### config.mk
export PLATFORM = sky130hd
export DESIGN_NAME = wb_port_arbiter
export DESIGN_NICKNAME = d
export VERILOG_FILES = /design/src/rtl/wb_port_arbiter.sv
export SDC_FILE = /design/constraint.sdc
export NUM_CORES = 1
export LEC_CHECK = 0
export ABC_CLOCK_PERIOD_IN_PS = 2800
export BUFFER_PORTS_ARGS = -buffer_cell sky130_fd_sc_hd__buf_2
export CAP_MARGIN = 40
export CORE_AREA = 2 2 154 156
export DETAILED_ROUTE_END_ITERATION = 10
export DIE_AREA = 0 0 156 158
export PLACE_DENSITY = 0.59
export SETUP_SLACK_MARGIN = 0.02
export SLEW_MARGIN = 20
export SYNTH_ARGS = -nofsm -noshare
export SYNTH_HDL_FRONTEND = slang
export SYNTH_SLANG_ARGS = --single-unit
### constraint.sdc
create_clock -name clk -period 2.8 [get_ports clk]
set_clock_uncertainty 0.1 [all_clocks]
set_input_delay 0.14 -clock clk [delete_from_list [all_inputs] [get_ports clk]]
set_output_delay 0.14 -clock clk [all_outputs]
set_load 0.02 [all_outputs]
### src/rtl/wb_port_arbiter.sv
// Round-robin arbiter sharing the register-file write port between NREQ writeback
// requesters; drives a registered write bundle with a one-hot word-line select.
module wb_port_arbiter #(
  parameter int NREQ   = 4,
  parameter int ADDR_W = 5,
  parameter int DATA_W = 64
) (
  input  logic                       clk,
  input  logic                       reset,
  input  logic [NREQ-1:0]            req,
  input  logic [NREQ*ADDR_W-1:0]     req_addr,
  input  logic [NREQ*DATA_W-1:0]     req_data,
  input  logic                       busy,
  output logic [NREQ-1:0]            ack,
  output logic                       wr_en,
  output logic [ADDR_W-1:0]          wr_addr,
  output logic [DATA_W-1:0]          wr_data,
  output logic [(1<<ADDR_W)-1:0]     wr_sel,
  output logic [$clog2(NREQ)-1:0]    grant_id
);

  localparam int PTR_W = $clog2(NREQ);
  localparam int SEL_W = 1 << ADDR_W;
  localparam logic [ADDR_W-1:0] ZERO_REG = '1;

  // Handshake: requester i is consumed on the rising edge where ack[i]=1; until then
  // req[i], its address and its data must stay stable. ack is combinational.

  function automatic logic [PTR_W-1:0] wrap_add(input logic [PTR_W-1:0] base, input int off);
    logic [PTR_W:0] sum;
    sum = {1'b0, base} + (PTR_W+1)'(off);
    if (sum >= (PTR_W+1)'(NREQ)) sum = sum - (PTR_W+1)'(NREQ);
    return sum[PTR_W-1:0];
  endfunction

  logic [PTR_W-1:0]  ptr_q, ptr_d;
  logic              wr_en_q, wr_en_d;
  logic [ADDR_W-1:0] wr_addr_q, wr_addr_d;
  logic [DATA_W-1:0] wr_data_q, wr_data_d;
  logic [SEL_W-1:0]  wr_sel_q, wr_sel_d;
  logic [PTR_W-1:0]  grant_id_q, grant_id_d;

  logic              found;
  logic [PTR_W-1:0]  cand;
  logic [PTR_W-1:0]  grant_idx;
  logic              grant_valid;
  logic [ADDR_W-1:0] sel_addr;
  logic [DATA_W-1:0] sel_data;

  // Scan ptr, ptr+1, ... modulo NREQ; the first pending requester wins.
  always_comb begin
    found     = 1'b0;
    cand      = '0;
    grant_idx = '0;
    for (int k = 0; k < NREQ; k++) begin
      cand = wrap_add(ptr_q, k);
      if (!found && req[cand]) begin
        found     = 1'b1;
        grant_idx = cand;
      end
    end
  end

  assign grant_valid = reset && !busy && found;
  assign sel_addr    = req_addr[int'(grant_idx)*ADDR_W +: ADDR_W];
  assign sel_data    = req_data[int'(grant_idx)*DATA_W +: DATA_W];

  always_comb begin
    ack = '0;
    if (grant_valid) ack[grant_idx] = 1'b1;
  end

  always_comb begin
    ptr_d      = ptr_q;
    wr_en_d    = 1'b0;
    wr_sel_d   = '0;
    wr_addr_d  = wr_addr_q;
    wr_data_d  = wr_data_q;
    grant_id_d = grant_id_q;
    if (grant_valid) begin
      ptr_d      = wrap_add(grant_idx, 1);
      wr_addr_d  = sel_addr;
      wr_data_d  = sel_data;
      grant_id_d = grant_idx;
      // The zero register is acknowledged but never written.
      if (sel_addr != ZERO_REG) begin
        wr_en_d  = 1'b1;
        wr_sel_d = SEL_W'(1) << sel_addr;
      end
    end
  end

  always_ff @(posedge clk) begin
    if (!reset) begin
      ptr_q      <= '0;
      wr_en_q    <= 1'b0;
      wr_addr_q  <= '0;
      wr_data_q  <= '0;
      wr_sel_q   <= '0;
      grant_id_q <= '0;
    end else begin
      ptr_q      <= ptr_d;
      wr_en_q    <= wr_en_d;
      wr_addr_q  <= wr_addr_d;
      wr_data_q  <= wr_data_d;
      wr_sel_q   <= wr_sel_d;
      grant_id_q <= grant_id_d;
    end
  end

  assign wr_en    = wr_en_q;
  assign wr_addr  = wr_addr_q;
  assign wr_data  = wr_data_q;
  assign wr_sel   = wr_sel_q;
  assign grant_id = grant_id_q;

endmodule
==> results.md <==
* Actual transition at the worst max-transition pin at 725 ps
* TritonCTS Buffers at 9
* Std cell rows at 56
* Slew Limit Fails at 0
* Class of the worst hold path: in -> reg
* Die outline height at 158 um
* Placed Instance Area at 8310 um2
* Top achievable clock speed at 385 MHz
* Vias in the first global route at 6,572
* DRC at 0
* Share of the core filled with cells in the final layout at 0.376
* Yosys Warn Count at 0
* Mux share of post-synthesis cell area at 0
* Number of enable flip-flop cells after synthesis at 0
* Number of clock sinks at 106
* RSZ-0062 raised after global routing: false
* Number of maximum-capacitance violations at 0
* Main synth FF type: dfxtp_1
* Number of distinct library cells after synthesis at 46
* Sum of overflow across all layers after global routing at 0
* Largest cells by area after synthesis: dfxtp_1, nand2_1, a311o_1, a211oi_1, a21boi_1
* Flip-flop and latch area at 2120 um2
* Post-synth design cell area at 6200 um2
* DRT antenna net count at 0
* Combinational family with the most area after synthesis: compound AO/OA/AOI/OAI gates
* Total via count in the routed design at 7,126
* Areal power density over the cells at 549 nW/um2
* Count of pins on the block boundary at 391
* Area fraction in compound gates after synthesis at 0.296
* Area of all placed cells without fillers at 8670 um2
* Pin count of the biggest net entering global routing at 70
* Synthesized-area fraction occupied by and/or/nand/nor cells at 0.282
* Final wirelength at 25,400 um
* Final worst path period share at 0.927
* Number of input and output port buffers inserted at 390
* Static leakage at 4.15 nW
* Endpoints failing setup at 0
* GRT Total Usage at 0.194
* DRT iter0 DRCs at 409
* Final net count at 1,396
* Status: complete, no violations
* Fraction of final layout cells sized beyond drive strength 1 at 0.408
* Seq cells post-synth at 106
* Worst-path fanout max at 61
* Critical path class: reg -> reg
* Final min period at 2600 ps
* Layout overhead on the synthesized area at 39.8%
* Slew HR at 0.517
* First-pass GRT wire length at 36,900 um
* Multi-input combinational cell area at 3650 um2
* Width of the die at 156 um
* Setup_tns at 0 ps
* Fraction of the yosys area taken by sequential cells at 0.342
* Number of fill cells at 2,468
* DR WL/cell at 18.0 um
* Share of synthesized flip-flops with an asynchronous set or reset at 0
* Hold Fails Final Rpt at 0
* Number of antenna violations at the first check in global routing at 6
* Via density per instance at 5.07
* Most frequent standard cell in the layout excluding fill and tap cells: buf_2
* Top cell type by total area after synthesis: dfxtp_1
* Arrival @ worst endpoint at 2740 ps
* Total Die Area at 24,600 um2
* Net Count, Synth at 1,058
* Starting density of the core at 0.269
* Core ar. at 23,100 um2
* Largest voltage drop on the vdd net at 0.245 mV
* XOR/XNOR Fraction of Synth Area at 0
* Routability congestion estimate from global placement at 0.820
* Clock latency at the later pin of the worst-skew pair at 360 ps
* Synth Instances at 771
* Endpoint required time on the critical path at 2950 ps
* Most frequent cells in the layout: buf_2, nand2_1, dfxtp_1
* DRT Pass-1 Iters at 4
* Mean post-synth cell area at 8.04 um2
* Startpoint kind of the worst setup timing path: flip-flop
* Root cell of the clock tree: clkbuf_16
* Clock tree from TritonCTS: done
* Half-perimeter wire length after placement at 18,800 um
* H-tree levels at 3
* Max Root-Sink Buffers at 2
* Fraction of the mapped netlist area in adder cells at 0.00807
* Clock-pin slew on the worst setup and hold paths at 80 ps
* Kind of end point of the critical path: flip-flop
* Fraction of post-synthesis cell area in the top cell type by area at 0.342
report_power, final:
| group | internal, W | leakage (nW) | switching, W |
|---|---|---|---|
| sequential | 0.00163 | 0.869 | 0.0000607 |
| combinational | 0.000661 | 3.13 | 0.00103 |
| clock | 0.000719 | 0.155 | 0.000661 |
final cells by class:
type / count / share of cell area
multi-input cells: 582 / 0.422
repair buffers: 408 / 0.253
flip-flops and latches: 106 / 0.245
well taps: 290 / 0.0419
clock buffers: 9 / 0.0260
clock inverters: 7 / 0.0107
inverters: 2 / 0.00115
diodes: 2 / 0.000577
synthesized netlist by cell type, types with 2 or more instances:
library cell,count
ha_1,4
nand4_1,2
buf_4,6
buf_1,2
nor4_1,2
and2_1,2
buf_2,9
a21boi_0,6
nand2_2,2
a311o_1,64
and3_1,72
a21boi_1,64
a211oi_1,64
inv_2,2
buf_6,12
dfxtp_1,106
nor2b_2,4
a221oi_1,2
clkbuf_1,52
nor3b_1,2
nand3_1,13
a32oi_2,2
nand2b_1,2
o21ai_0,10
nor2_1,2
nand3_2,6
nor2_4,2
nor3_1,27
nand2_1,208
nor3_2,4
metal layers:
metal	global-route usage	wire length (um)	vias up
met3	0.0490	1760	40
met5	0	53	-
met4	0.0682	730	8
met1	0.243	10800	3285
li1	-	-	3500
met2	0.326	12100	293
critical path: stages, from the launching register on:
cell      delay [ps]
dfxtp_1          380
nor2b_2           90
or4_4            800
buf_4            310
and3_1           170
a211oi_1         380
a311o_1          180
a21boi_1          50
per-stage QoR:
stage / instances / hold WS (ps) / total power, W / setup slack (ps)
2_1_floorplan: 771 / 233 / 0.00282 / 667
3_3_place_gp: 1385 / 339 / 0.00340 / 205
3_5_place_dp: 1385 / 342 / 0.00341 / 189
4_1_cts: 1404 / 36.8 / 0.00482 / 115
5_1_grt: 1405 / 59.3 / 0.00503 / 20.1
6_report: 1406 / 56.2 / 0.00476 / 203
flip-flops by register name, summed over array words and instances (netlist names):
| name | cells |
|---|---|
| wr_sel | 32 |
| grant_id | 2 |
| wr_addr | 5 |
| wr_data | 64 |
| wr_en | 1 |
| ptr_q | 2 |
worst paths after layout:
| kind | start | to | slack (ps) | cells after the start |
|---|---|---|---|---|
| max | ptr_q[0] | wr_data[5] | 200 | 7 |
| min | req_data[109] | wr_data[45] | 60 | 4 |
| max reg2reg | ptr_q[0] | wr_data[5] | 200 | 7 |
| min reg2reg | wr_data[29] | wr_data[29] | 350 | 2 |
logic make-up (layout without fill, tap and decap cells):
| family | after synthesis | after routing |
|---|---|---|
| simple gates | 355 | 355 |
| buf+inv | 83 | 426 |
| other cells | 1 | 3 |
| compound gates | 222 | 222 |
| fa+ha+maj | 4 | 4 |
| flops | 106 | 106 |
timing repair:
action,CTS,global route
hold buffers,0,0
setup endpoints to repair,4,6
resized for setup,1,3
buffers inserted,3,0
pin swaps,1,0
Note: power is estimated with default switching activity, not from simulation.
